$ cat src/rtl/mem_controller_if.sv
// Cache-side and RAM-side signal bundle for mem_controller.
// Optional mem_addr_err exists only when MEM_CTRL_ADDR_CHECK_EN is defined.
interface mem_controller_if #(
    parameter int ADDR_WIDTH       = 17,
    parameter int LEN              = 32,
    parameter int ENTRY_INDEX_SIZE = 3
);
    logic [ADDR_WIDTH-1:0]       inst_addr;
    logic                        inst_req;
    logic [LEN-1:0]              inst_data;
    logic                        inst_valid;
    logic [1:0]                  mem_vis_signal;
    logic [ADDR_WIDTH-1:0]       mem_vis_addr;
    logic [LEN-1:0]              mem_writen_data;
    logic [ENTRY_INDEX_SIZE:0]   write_length;
    logic [LEN-1:0]              mem_data;
    logic                        mem_data_valid;
    logic [1:0]                  mem_status;
    logic [ADDR_WIDTH-3:0]       ram_addr;
    logic                        ram_re;
    logic                        ram_we;
    logic [LEN-1:0]              ram_wdata;
    logic [LEN-1:0]              ram_rdata;
`ifdef MEM_CTRL_ADDR_CHECK_EN
    logic                        mem_addr_err;
`endif

    modport slave (
        input  inst_addr, inst_req, mem_vis_signal, mem_vis_addr, mem_writen_data,
               write_length, ram_rdata,
        output
`ifdef MEM_CTRL_ADDR_CHECK_EN
               mem_addr_err,
`endif
               inst_data, inst_valid, mem_data, mem_data_valid, mem_status,
               ram_addr, ram_re, ram_we, ram_wdata
    );

    modport master (
        output inst_addr, inst_req, mem_vis_signal, mem_vis_addr, mem_writen_data,
               write_length, ram_rdata,
        input
`ifdef MEM_CTRL_ADDR_CHECK_EN
               mem_addr_err,
`endif
               inst_data, inst_valid, mem_data, mem_data_valid, mem_status,
               ram_addr, ram_re, ram_we, ram_wdata
    );
endinterface

$ cat src/rtl/mem_controller.sv
// Single-port RAM controller arbitrating I-cache fetch vs D-cache access (data wins); scalar and burst.
// Latency: 2 cycles per beat, single read valid 3 cycles after IDLE acceptance; requests are level-held (no backpressure).
// Optional MEM_CTRL_ADDR_CHECK_EN: adds mem_addr_err and rejects misaligned / top-crossing requests.
module mem_controller #(
    parameter int ADDR_WIDTH       = 17,
    parameter int LEN              = 32,
    parameter int ENTRY_INDEX_SIZE = 3,
    parameter int VECTOR_SIZE      = 8
) (
    input  logic             clk,
    input  logic             rst_n,
    mem_controller_if.slave  bus
);
    localparam int WA = ADDR_WIDTH - 2;
    localparam int CW = ENTRY_INDEX_SIZE + 1;
    localparam logic [CW-1:0] VEC = CW'(VECTOR_SIZE);

    localparam logic [1:0] MEM_NOP = 2'd0, MEM_READ = 2'd1, MEM_WRITE = 2'd2, MEM_READ_BURST = 2'd3;
    localparam logic [1:0] ST_REST = 2'd0, ST_INST = 2'd1, ST_DATA = 2'd2, ST_FIN = 2'd3;

    typedef enum logic [2:0] {IDLE, I_ISSUE, I_RESP, D_ISSUE, D_RESP, D_DONE} state_t;

    state_t          state_q, state_d;
    logic [1:0]      cmd_q, cmd_d;
    logic [WA-1:0]   base_q, base_d;
    logic [CW-1:0]   cnt_q, cnt_d;
    logic [CW-1:0]   tgt_q, tgt_d;
    logic [LEN-1:0]  inst_data_q, inst_data_d;
    logic            inst_valid_q, inst_valid_d;
    logic [LEN-1:0]  mem_data_q, mem_data_d;
    logic            mem_data_valid_q, mem_data_valid_d;
    logic [1:0]      status_q, status_d;
    logic [CW-1:0]   req_len;
    logic            issue_live;

    assign req_len = (bus.mem_vis_signal == MEM_READ_BURST) ? VEC :
                     (bus.mem_vis_signal == MEM_READ || bus.write_length == '0) ? CW'(1) :
                     bus.write_length;

`ifdef MEM_CTRL_ADDR_CHECK_EN
    logic err_q, err_d;
    logic data_err, inst_err;
    assign data_err = (bus.mem_vis_addr[1:0] != 2'b00) ||
                      (({1'b0, bus.mem_vis_addr[ADDR_WIDTH-1:2]} + (WA+1)'(req_len)) > {1'b1, {WA{1'b0}}});
    assign inst_err = (bus.inst_addr[1:0] != 2'b00);
    assign bus.mem_addr_err = err_q;
`else
    logic unused_lo;
    assign unused_lo = ^{bus.mem_vis_addr[1:0], bus.inst_addr[1:0]};
`endif

    always_comb begin
        state_d          = state_q;
        cmd_d            = cmd_q;
        base_d           = base_q;
        cnt_d            = cnt_q;
        tgt_d            = tgt_q;
        inst_data_d      = inst_data_q;
        inst_valid_d     = 1'b0;
        mem_data_d       = mem_data_q;
        mem_data_valid_d = 1'b0;
`ifdef MEM_CTRL_ADDR_CHECK_EN
        err_d            = err_q;
`endif
        case (state_q)
            IDLE: begin
                if (bus.mem_vis_signal != MEM_NOP) begin
                    cmd_d   = bus.mem_vis_signal;
                    base_d  = bus.mem_vis_addr[ADDR_WIDTH-1:2];
                    cnt_d   = '0;
                    tgt_d   = req_len;
                    state_d = D_ISSUE;
`ifdef MEM_CTRL_ADDR_CHECK_EN
                    err_d = data_err;
                    if (data_err) state_d = D_DONE;
`endif
                // inst_valid_q blocks re-accepting the fetch the cache is still holding this cycle
                end else if (bus.inst_req && !inst_valid_q) begin
                    base_d  = bus.inst_addr[ADDR_WIDTH-1:2];
                    cnt_d   = '0;
                    state_d = I_ISSUE;
`ifdef MEM_CTRL_ADDR_CHECK_EN
                    err_d = inst_err;
                    if (inst_err) begin
                        state_d      = IDLE;
                        inst_valid_d = 1'b1;
                        inst_data_d  = '0;
                    end
`endif
                end
            end
            I_ISSUE: state_d = I_RESP;
            I_RESP: begin
                inst_data_d  = bus.ram_rdata;
                inst_valid_d = 1'b1;
                state_d      = IDLE;
            end
            D_ISSUE: state_d = (bus.mem_vis_signal == MEM_NOP) ? D_DONE : D_RESP;
            D_RESP: begin
                mem_data_valid_d = 1'b1;
                if (cmd_q != MEM_WRITE) mem_data_d = bus.ram_rdata;
                cnt_d   = cnt_q + CW'(1);
                state_d = (cnt_d == tgt_q || cmd_q == MEM_READ) ? D_DONE : D_ISSUE;
            end
            D_DONE:  state_d = IDLE;
            default: state_d = IDLE;
        endcase

        case (state_d)
            IDLE:              status_d = ST_REST;
            I_ISSUE, I_RESP:   status_d = ST_INST;
            D_ISSUE, D_RESP:   status_d = ST_DATA;
            default:           status_d = ST_FIN;
        endcase
    end

    always_ff @(posedge clk or negedge rst_n) begin
        if (!rst_n) begin
            state_q          <= IDLE;
            cmd_q            <= MEM_NOP;
            base_q           <= '0;
            cnt_q            <= '0;
            tgt_q            <= '0;
            inst_data_q      <= '0;
            inst_valid_q     <= 1'b0;
            mem_data_q       <= '0;
            mem_data_valid_q <= 1'b0;
            status_q         <= ST_REST;
`ifdef MEM_CTRL_ADDR_CHECK_EN
            err_q            <= 1'b0;
`endif
        end else begin
            state_q          <= state_d;
            cmd_q            <= cmd_d;
            base_q           <= base_d;
            cnt_q            <= cnt_d;
            tgt_q            <= tgt_d;
            inst_data_q      <= inst_data_d;
            inst_valid_q     <= inst_valid_d;
            mem_data_q       <= mem_data_d;
            mem_data_valid_q <= mem_data_valid_d;
            status_q         <= status_d;
`ifdef MEM_CTRL_ADDR_CHECK_EN
            err_q            <= err_d;
`endif
        end
    end

    // RAM strobes decode from the state register so a NOP abort can suppress the access in the same cycle
    assign issue_live     = (state_q == D_ISSUE) && (bus.mem_vis_signal != MEM_NOP);
    assign bus.ram_re     = (state_q == I_ISSUE) || (issue_live && cmd_q != MEM_WRITE);
    assign bus.ram_we     = issue_live && (cmd_q == MEM_WRITE);
    assign bus.ram_wdata  = bus.ram_we ? bus.mem_writen_data : '0;
    assign bus.ram_addr   = base_q + WA'(cnt_q);

    assign bus.inst_data      = inst_data_q;
    assign bus.inst_valid     = inst_valid_q;
    assign bus.mem_data       = mem_data_q;
    assign bus.mem_data_valid = mem_data_valid_q;
    assign bus.mem_status     = status_q;
endmodule

$ cat src/flat_wrapper.sv
// flat-port wrapper written by rule: the top's interface ports become plain ports
module mem_controller_flat 
#(
    parameter int ADDR_WIDTH       = 17,
    parameter int LEN              = 32,
    parameter int ENTRY_INDEX_SIZE = 3,
    parameter int VECTOR_SIZE      = 8
)
  (clk, rst_n, bus_inst_addr, bus_inst_req, bus_mem_vis_signal, bus_mem_vis_addr, bus_mem_writen_data, bus_write_length, bus_ram_rdata, bus_inst_data, bus_inst_valid, bus_mem_data, bus_mem_data_valid, bus_mem_status, bus_ram_addr, bus_ram_re, bus_ram_we, bus_ram_wdata);
  mem_controller_if #(.ADDR_WIDTH(ADDR_WIDTH), .LEN(LEN), .ENTRY_INDEX_SIZE(ENTRY_INDEX_SIZE)) bus_i ();
  input  logic clk;
  input  logic rst_n;
  input wire logic [$bits(bus_i.inst_addr)-1:0] bus_inst_addr;
  input wire logic [$bits(bus_i.inst_req)-1:0] bus_inst_req;
  input wire logic [$bits(bus_i.mem_vis_signal)-1:0] bus_mem_vis_signal;
  input wire logic [$bits(bus_i.mem_vis_addr)-1:0] bus_mem_vis_addr;
  input wire logic [$bits(bus_i.mem_writen_data)-1:0] bus_mem_writen_data;
  input wire logic [$bits(bus_i.write_length)-1:0] bus_write_length;
  input wire logic [$bits(bus_i.ram_rdata)-1:0] bus_ram_rdata;
  output wire logic [$bits(bus_i.inst_data)-1:0] bus_inst_data;
  output wire logic [$bits(bus_i.inst_valid)-1:0] bus_inst_valid;
  output wire logic [$bits(bus_i.mem_data)-1:0] bus_mem_data;
  output wire logic [$bits(bus_i.mem_data_valid)-1:0] bus_mem_data_valid;
  output wire logic [$bits(bus_i.mem_status)-1:0] bus_mem_status;
  output wire logic [$bits(bus_i.ram_addr)-1:0] bus_ram_addr;
  output wire logic [$bits(bus_i.ram_re)-1:0] bus_ram_re;
  output wire logic [$bits(bus_i.ram_we)-1:0] bus_ram_we;
  output wire logic [$bits(bus_i.ram_wdata)-1:0] bus_ram_wdata;
  assign bus_i.inst_addr = bus_inst_addr;
  assign bus_i.inst_req = bus_inst_req;
  assign bus_i.mem_vis_signal = bus_mem_vis_signal;
  assign bus_i.mem_vis_addr = bus_mem_vis_addr;
  assign bus_i.mem_writen_data = bus_mem_writen_data;
  assign bus_i.write_length = bus_write_length;
  assign bus_i.ram_rdata = bus_ram_rdata;
  assign bus_inst_data = bus_i.inst_data;
  assign bus_inst_valid = bus_i.inst_valid;
  assign bus_mem_data = bus_i.mem_data;
  assign bus_mem_data_valid = bus_i.mem_data_valid;
  assign bus_mem_status = bus_i.mem_status;
  assign bus_ram_addr = bus_i.ram_addr;
  assign bus_ram_re = bus_i.ram_re;
  assign bus_ram_we = bus_i.ram_we;
  assign bus_ram_wdata = bus_i.ram_wdata;
  mem_controller #(.ADDR_WIDTH(ADDR_WIDTH), .LEN(LEN), .ENTRY_INDEX_SIZE(ENTRY_INDEX_SIZE), .VECTOR_SIZE(VECTOR_SIZE)) u_core (.clk(clk), .rst_n(rst_n), .bus(bus_i));
endmodule
$ cat config.mk
export PLATFORM = sky130hd
export DESIGN_NAME = mem_controller_flat
export DESIGN_NICKNAME = d
export VERILOG_FILES = /design/src/rtl/mem_controller_if.sv /design/src/rtl/mem_controller.sv /design/src/flat_wrapper.sv
export SDC_FILE = /design/constraint.sdc
export NUM_CORES = 1
export LEC_CHECK = 0
export ABC_AREA = 1
export CORE_ASPECT_RATIO = 2
export CORE_MARGIN = 5
export CORE_UTILIZATION = 37
export DETAILED_ROUTE_END_ITERATION = 8
export GPL_TIMING_DRIVEN = 0
export PLACE_DENSITY = 0.87
export SLEW_MARGIN = 20
export SYNTH_ARGS = -nofsm -noshare
export SYNTH_HDL_FRONTEND = slang
export SYNTH_SLANG_ARGS = --single-unit
$ cat constraint.sdc
create_clock -name clk -period 2.4 [get_ports clk]
set_clock_uncertainty 0.2 [all_clocks]
set_input_delay 0.48 -clock clk [delete_from_list [all_inputs] [get_ports clk]]
set_output_delay 0.48 -clock clk [all_outputs]
set_load 0.02 [all_outputs]
Word-level counts from Yosys, hierarchy flattened
Index checks and enable logic that the tools add are counted.
- register bits after elaboration: 96
- input port bits: 107
- output and inout port bits: 117
- word-level logic and storage cells: 64
- add/subtract/negate cells: 2
- equal/unequal tests: 15
- muxes and demuxes: 16
- reductions and logical operators: 21
- operators with widths (operator ; number):
    $mux W32 ; 1
    $mux W15 ; 2
    $mux W4 ; 4
    $add A15 B4 Y15 ; 1
    $eq A3 B2 Y1 const B ; 4
    $pmux W3 S4 ; 1
    $mux W3 ; 3
    $pmux W4 S2 ; 1
    $reduce_and A2 Y1 ; 4
    $eq A3 B1 Y1 const B ; 2
    $eq A3 B3 Y1 const B ; 2
    $logic_not A3 Y1 ; 2
    $pmux W2 S3 ; 1
    $reduce_bool A2 Y1 ; 3
    $add A4 B1 Y4 const B ; 1
    $eq A2 B1 Y1 const B ; 2
    $eq A2 B2 Y1 const B ; 2
    $eq A4 B4 Y1 ; 1
    $logic_and A1 B1 Y1 ; 4
    $logic_not A4 Y1 ; 1
    $reduce_or A2 Y1 ; 2
    $logic_or A1 B1 Y1 ; 3
    $mux W1 ; 3
    $ne A3 B1 Y1 const B ; 1
    other kinds (3) ; 3

Logic depth before layout (Yosys ltp)
Gate-level depths: netlist (run 1).
- word-level depth: 8
- mapped depth: 12
- mapped depth without buffers: 12

Worst setup path before layout (run 1)
Ideal clock, no wire load.
- kind: register to output
- from: register u_core.cnt_q[0]
- to: output port bus_ram_addr[12]
- arrival: 2046 ps
- path slack: -326 ps
- cell stages (with the launch flop): 10
- path buffers: 0
- cell sequence: dfrtp_1 -> ha_1 -> inv_1 -> fa_1 -> o21ai_2 -> nand2_1 -> nor2_2 -> nand3_2 -> nor2_1 -> xor2_1
- cells in the longest elaborated chain, start to end: 1
- ends and longest elaborated chain (what ; RTL line ; RTL):
    start, declared ; mem_controller.sv:26 ; logic [CW-1:0] cnt_q, cnt_d;
    start signal, assigned ; mem_controller.sv:136 ; cnt_q <= cnt_d;
    $add A15 B4 Y15 ; mem_controller.sv:154 ; assign bus.ram_addr = base_q + WA'(cnt_q);
    end, declared ; flat_wrapper.sv:25 ; output wire logic [$bits(bus_i.ram_addr)-1:0] bus_ram_addr;
No other way between the ends.

Worst setup path after layout (run 1)
- from: register u_core.base_q[0]
- to: output port bus_ram_addr[14]
- cells in the longest elaborated chain, start to end: 1
- ends and longest elaborated chain (what ; RTL line ; RTL):
    start, declared ; mem_controller.sv:25 ; logic [WA-1:0] base_q, base_d;
    start signal, assigned ; mem_controller.sv:135 ; base_q <= base_d;
    $add A15 B4 Y15 ; mem_controller.sv:154 ;
No other way between the ends.

==> results of run 1 <==
area by class of cell:
type | count | area, um2 | share of cell area
antenna | 1 | 2.50 | 0.000310
sequential | 96 | 2410 | 0.298
clock inverter | 7 | 62.6 | 0.00775
timing repair buffer | 259 | 2630 | 0.325
clock buffer | 9 | 225 | 0.0279
buffer | 19 | 108 | 0.0133
multi-input combinational | 338 | 2070 | 0.256
tap | 147 | 184 | 0.0228
inverter | 102 | 388 | 0.0481
kinds of logic after synthesis:
| group | count (synthesis) | synth area share |
|---|---|---|
| simple gates | 219 | 0.196 |
| xor+xnor | 14 | 0.0272 |
| buf+inv | 122 | 0.109 |
| flops | 96 | 0.533 |
| compound gates | 99 | 0.117 |
| fa+ha+maj | 6 | 0.0183 |
report_power, final:
| part | leakage, nW | switching (mW) | internal [mW] |
|---|---|---|---|
| clock network | 0.139 | 0.660 | 0.726 |
| registers | 1.16 | 0.572 | 2.42 |
| logic | 2.54 | 3.22 | 2.50 |
| total | 3.84 | 4.45 | 5.65 |
repair_timing:
| action | in CTS | in global routing |
|---|---|---|
| hold buffers | 1 | 0 |
| pin swaps | 12 | 13 |
| setup endpoints to repair | 49 | 47 |
| hold endpoints to repair | 48 | 0 |
| cloned | 2 | 0 |
| gates resized for setup | 323 | 91 |
| setup buffers | 22 | 14 |
registers in the layout (all words and copies together), names as in the netlist:
name                       cells
u_core.bus.inst_data          32
u_core.bus.mem_data           32
u_core.base_q                 15
u_core.cnt_q                   4
u_core.tgt_q                   4
u_core.state_q                 3
u_core.bus.mem_status          2
u_core.cmd_q                   2
u_core.bus.inst_valid          1
u_core.bus.mem_data_valid      1
critical path, delay by kind of cell (launching register included):
kind | cells | cell delay, ns
adders and majority gates | 2 | 0.62
buffers and inverters | 2 | 0.18
xor gates and xnor gates | 1 | 0.15
AOI/OAI and AO/OA | 1 | 0.18
and+or+nand+nor | 4 | 0.53
DFF | 1 | 0.41
metal layers:
layer | wire (um) | global-route usage | part of all wire
met3 | 1400 | 0.0427 | 0.078
met4 | 928 | 0.124 | 0.052
met5 | 0 | 0 | 0
met2 | 9430 | 0.392 | 0.53
met1 | 6180 | 0.229 | 0.34
how the worst max path moves through the flow:
| stage | to | cells past startpoint |
|---|---|---|
| floorplan | bus_ram_addr[12] | 9 |
| global route | bus_ram_addr[14] | 10 |
| detailed placement | bus_ram_addr[14] | 10 |
| CTS | bus_ram_addr[14] | 10 |
| finish | bus_ram_addr[14] | 10 |
| global placement | u_core.bus.inst_data[25]$_DFFE_PN0P_ | 1 |
metrics by stage:
stage	std cells	total power [mW]	instance area [um2]	worst slack [ns]	utilization
after floorplan	556	5.56	4540	-0.216	-
after global placement	922	7.90	6920	-2.91	0.574
after detailed placement	923	8.05	6950	-1.01	0.576
after CTS	964	9.71	7680	-0.532	0.637
after global routing	978	10.7	8070	-0.745	0.670
final	978	10.1	8070	-0.690	0.670
cell usage in the layout, fill, tap and decap left out, drive strengths merged, types with 3 or more instances in the layout:
| master | n |
|---|---|
| clkdlybuf4s50 | 168 |
| nand2 | 135 |
| inv | 105 |
| dfrtp | 96 |
| buf | 96 |
| o21ai | 77 |
| nor2 | 63 |
| clkbuf | 22 |
| a31oi | 15 |
| nand3 | 13 |
| xor2 | 10 |
| a21oi | 5 |
| ha | 5 |
| xnor2 | 4 |
| nor3 | 3 |
| nand4 | 3 |
| clkinv | 3 |
==> results by group, run 1 <==
Pwr
  • Pwr Density: 1250 nW/um2
  • Worst vdd ir: 0.836 mV
  • Leakage: about 3.8 nW

Drt
  • DRC viols: 0
  • Total number of vias: 4889
  • Vias/cell: approximately 5
  • Pre-Repair DR Iteration Count: 5
  • Avg WL per Cell: approximately 18 um
  • Total Wirelength: 17900 um
  • Remaining antenna violation count after routing: 0
  • 1st-iter DRT viols: 270

Setup path
  • Critical path class: reg2out
  • Slowest cell on the critical path: dfrtp_1
  • CP peak stage delay: 0.41 ns
  • CP startpoint kind: register
  • Critical R2R Launch: u_core.cnt_q[0]$_DFFE_PN0P_
  • Worst-path maximum fanout: 3
  • Most frequent CP cell: nor2_4
  • Reg2reg end: u_core.bus.mem_status[1]$_DFF_PN0_
  • Critical Path Source: u_core.base_q[0]$_DFFE_PN0P_
  • Flop-to-flop setup slack: 0.26 ns
  • Worst r2r path cells: 10
  • Crit path DAT: 2.41 ns
  • Crit path cell chain: ha_2 -> inv_2 -> fa_2 -> o21ai_4 -> nand2_2 -> nor2_4 -> nand3_4 -> nor2_4 -> xor2_4 -> buf_6
  • Critical Path RT: roughly 1.7 ns
  • Worst Setup End Kind: output port

STA
  • Max Clk Rate: 324 MHz
  • Final setup viols: 47
  • Period Utilization, post-route: 1.29
  • Hold Violations, Final: 0
  • Setup WS post-layout: -0.690 ns
  • Worst hold slack: 0.276 ns
  • Worst-margin pin slew: roughly 0.50 ns
  • Rel. slew slack: 0.669
  • Setup tns final: -10.01 ns
  • Fin crit period: 3.09 ns
  • Max Slew Vio Count: 0
  • RSZ-0062 raised after global routing: true

GRT
  • First-pass GRT wire length: between 20000 and 25000 um
  • Vias in the first global route: 4991
  • Initial antenna violation count: 1
  • All-Layer GR Usage: 0.219
  • Largest net degree at the start of global routing: 50
  • Overflow after GRT: 0

Floorplan
  • Initial core utilization: 0.374
  • Die ar.: 14600 um2
  • Die height: 166 um
  • CORE AREA: 12100 um2
  • Io pins: 224
  • Die width: 88.0 um
  • Row count: 57

Yosys
  • Top cell type by total area after synthesis: dfrtp_1
  • Mapped Avg Cell Area: 8.10 um2
  • Main flop type after synthesis: dfrtp_1
  • Post-synth EDFFs: 0
  • Post-synthesis net count: roughly 670
  • Register area share after synthesis: 0.533
  • Post-synth cell types: 28
  • Most frequent cell after synthesis: nand2_1
  • Top post-synthesis cells by area: dfrtp_1 (53%), nand2_1 (11%), o21ai_0 (8.4%)
  • Mapped Area: between 4000 and 5000 um2
  • Share of the synthesized area in the top cell type: 0.533
  • Flop and latch count out of synthesis: 96
  • FFs w/ async S/R, synth: 1.00
  • Post-Synthesis Cells: ~560
  • Synth cell count leaders: nand2_1 (132), inv_1 (98), dfrtp_1 (96)
  • Yosys warning total: 0

Clocking
  • Clock-pin slew on the worst setup and hold paths: 0.07 ns
  • Root buffer cell: clkbuf_16
  • CTS tree: built
  • Skew-Pair Late Insertion Delay: 0.33 ns
  • Sink Count: 96
  • CTS buffer count: 9
  • Clock buffer depth: 2
  • # H-tree levels: 3

Place
  • Count of input and output buffers: 219
  • GPL Wtd Cong: 0.841
  • Hpwl dp: 11500 um

Min path
  • Hold wc startpoint: bus_mem_vis_signal[1]
  • Worst hold path type: in2reg
  • Min-Delay Path Depth: 3
  • Hold worst-path end: u_core.cmd_q[1]$_DFFE_PN0P_

Final layout
  • Final-layout fill cell count: 824
  • Layout cells sized above 1: 0.229
  • Area grow syn2layout: 79.2%
  • Nets@finish: roughly 940

Outcome
  • Failing checks: negative setup slack
  • Status: complete, but fails checks

Flow run
  • Max Cap Viol: 0
No activity file was read; power rests on OpenSTA's default activity.
==> inputs of run 2 (changes only) <==
RECOVER_POWER = 50   (was unset)
==> results by group, run 2 (synthesized netlist as in run 1, its figures left out) <==
Floorplan
  • Die height: 166 um
  • Initial core utilization: 0.374
  • Row count: 57
  • CORE AREA: between 10000 and 15000 um2
  • Die ar.: 14600 um2
  • Io pins: 224
  • Die width: 88.0 um

Pwr
  • Pwr Density: 1250 nW/um2
  • Sw frac: 0.441
  • Clock share of power: 0.138
  • Worst vdd ir: 0.839 mV
  • Leakage: 3.81 nW
  • Seq pwr share: 0.297
  • Psw: 4.44 mW
  • Cell Int Power: 5.62 mW
  • Power, Total: 10.1 mW
  • Combinational power share: 0.565

Drt
  • Avg WL per Cell: ~18 um
  • Total Wirelength: between 15000 and 20000 um
  • 1st-iter DRT viols: 250
  • DRC viols: 0
  • Vias/cell: about 5.0
  • Total number of vias: slightly below 5000
  • Pre-Repair DR Iteration Count: 5
  • Remaining antenna violation count after routing: 0

Place
  • GPL Wtd Cong: 0.841
  • Worst slack at placement: -1.01 ns
  • Hpwl dp: 11500 um
  • Placed cell areas: between 6000 and 7000 um2
  • Count of input and output buffers: 219

STA
  • Period Utilization, post-route: 1.28
  • Final setup viols: 46
  • Hold Violations, Final: 0
  • Fin crit period: 3.07 ns
  • RSZ-0062 raised after global routing: true
  • Max Slew Vio Count: 0
  • Max Clk Rate: 325 MHz
  • Rel. slew slack: 0.201
  • Setup WS post-layout: -0.674 ns
  • Worst-margin pin slew: 1.20 ns
  • Worst hold slack: 0.250 ns

Setup path
  • Worst r2r path cells: 10
  • Worst Setup End Kind: output port
  • Critical Path RT: 1.72 ns
  • Crit path DAT: roughly 2.4 ns
  • CP startpoint kind: register
  • Worst-path maximum fanout: 3
  • Critical R2R Launch: u_core.cnt_q[0]$_DFFE_PN0P_
  • Crit path cell chain: ha_2 -> inv_2 -> fa_2 -> o21ai_4 -> nand2_2 -> nor2_4 -> nand3_4 -> nor2_4 -> xor2_4 -> buf_6
  • Most frequent CP cell: nor2_4
  • Reg2reg end: u_core.bus.mem_status[1]$_DFF_PN0_
  • Slowest cell on the critical path: dfrtp_1
  • Flop-to-flop setup slack: between 0.2 and 0.3 ns
  • CP peak stage delay: roughly 0.41 ns
  • Critical path class: reg2out

Final layout
  • Reg area: roughly 2400 um2
  • Most common cell after layout, fill and taps aside: clkdlybuf4s50_1
  • Most frequent cells in the layout: clkdlybuf4s50_1 (168), nand2_1 (133), inv_1 (98), dfrtp_1 (93), o21ai_0 (76)
  • Nets@finish: 938
  • Final-layout fill cell count: 838
  • Footprint of the multi-input gates: ~2100 um2
  • Post-route cell area: ~8000 um2
  • Layout cells sized above 1: 0.212
  • Layout Utilization: 0.666
  • Area grow syn2layout: 78.1%

Clocking
  • Clock buffer depth: 2
  • Clock-pin slew on the worst setup and hold paths: approximately 0.070 ns
  • Skew-Pair Late Insertion Delay: 0.33 ns
  • Sink Count: 96
  • CTS buffer count: 9
  • CTS tree: built
  • # H-tree levels: 3
  • Root buffer cell: clkbuf_16

Min path
  • Hold wc startpoint: bus_mem_vis_signal[1]
  • Hold worst-path end: u_core.cmd_q[1]$_DFFE_PN0P_
  • Worst hold path type: in2reg
  • Min-Delay Path Depth: 3

GRT
  • Vias in the first global route: 4991
  • Overflow after GRT: 0
  • All-Layer GR Usage: 0.219
  • Largest net degree at the start of global routing: 50
  • First-pass GRT wire length: 25000 um
  • Initial antenna violation count: 1

Flow run
  • Max Cap Viol: 0

Outcome
  • Failing checks: negative setup slack
  • Status: complete, but fails checks
==> run 2: through the flow <==
step	std cells	setup TNS, ns
2_1_floorplan	556	-0.665
3_3_place_gp	922	-313.41
3_5_place_dp	923	-34.55
4_1_cts	964	-5.26
5_1_grt	978	-16.45
6_report	978	-10.72
==> run 2: worst max-delay path by stage <==
stage | cells after the start | slack [ns] | to | startpoint
2_1_floorplan | 9 | -0.22 | bus_ram_addr[12] | u_core.cnt_q[0]$_DFFE_PN0P_
3_3_place_gp | 1 | -2.91 | u_core.bus.inst_data[25]$_DFFE_PN0P_ | rst_n
3_5_place_dp | 10 | -1.01 | bus_ram_addr[14] | u_core.cnt_q[0]$_DFFE_PN0P_
4_1_cts | 10 | -0.53 | bus_ram_addr[14] | u_core.base_q[0]$_DFFE_PN0P_
5_1_grt | 10 | -0.74 | bus_ram_addr[14] | u_core.base_q[0]$_DFFE_PN0P_
6_report | 10 | -0.67 | bus_ram_addr[14] | u_core.base_q[0]$_DFFE_PN0P_
==> run 2: final cells by class <==
cell class,count,share of cell area
Timing Repair Buffer,259,0.324
Sequential cell,96,0.300
Multi-Input combinational cell,338,0.256
Inverter,102,0.0483
Clock buffer,9,0.0281
Tap cell,147,0.0229
Buffer,19,0.0128
Clock inverter,7,0.00780
Antenna cell,1,0.000312
==> run 2: metal layers <==
metal / wire length, um / up-vias / GRT usage / share of wire
met4: 962 / 0 / 0.124 / 0.054
met2: 9410 / 264 / 0.392 / 0.53
met1: 6130 / 2300 / 0.229 / 0.34
met5: 0 / - / 0 / 0
met3: 1390 / 64 / 0.0427 / 0.078
li1: - / 2253 / - / -
==> run 2: repair_timing <==
item,CTS,global route
setup endpoints to repair,49,47
resized for setup,323,91
setup buffers,22,14
hold endpoints to repair,48,0
gates cloned,2,0
hold buffers,1,0
pin swaps,12,13
==> run 2: worst max-delay path, delay by kind of cell, from the launching register on <==
family | cells | cell delay (ns)
compound gates | 1 | 0.18
fa+ha+maj | 2 | 0.61
flops | 1 | 0.41
xor+xnor | 1 | 0.15
buf+inv | 2 | 0.18
simple gates | 4 | 0.52
==> run 2: power groups by stage <==
stage          combinational [mW]  clock (mW)  sequential (mW)
3_5_place_dp                 5.08           0             2.96
6_report                     5.69        1.38             2.99
3_3_place_gp                 4.97           0             2.93
5_1_grt                      6.12        1.48             3.08
2_1_floorplan                1.98           0             3.59
4_1_cts                      5.35        1.41             2.95
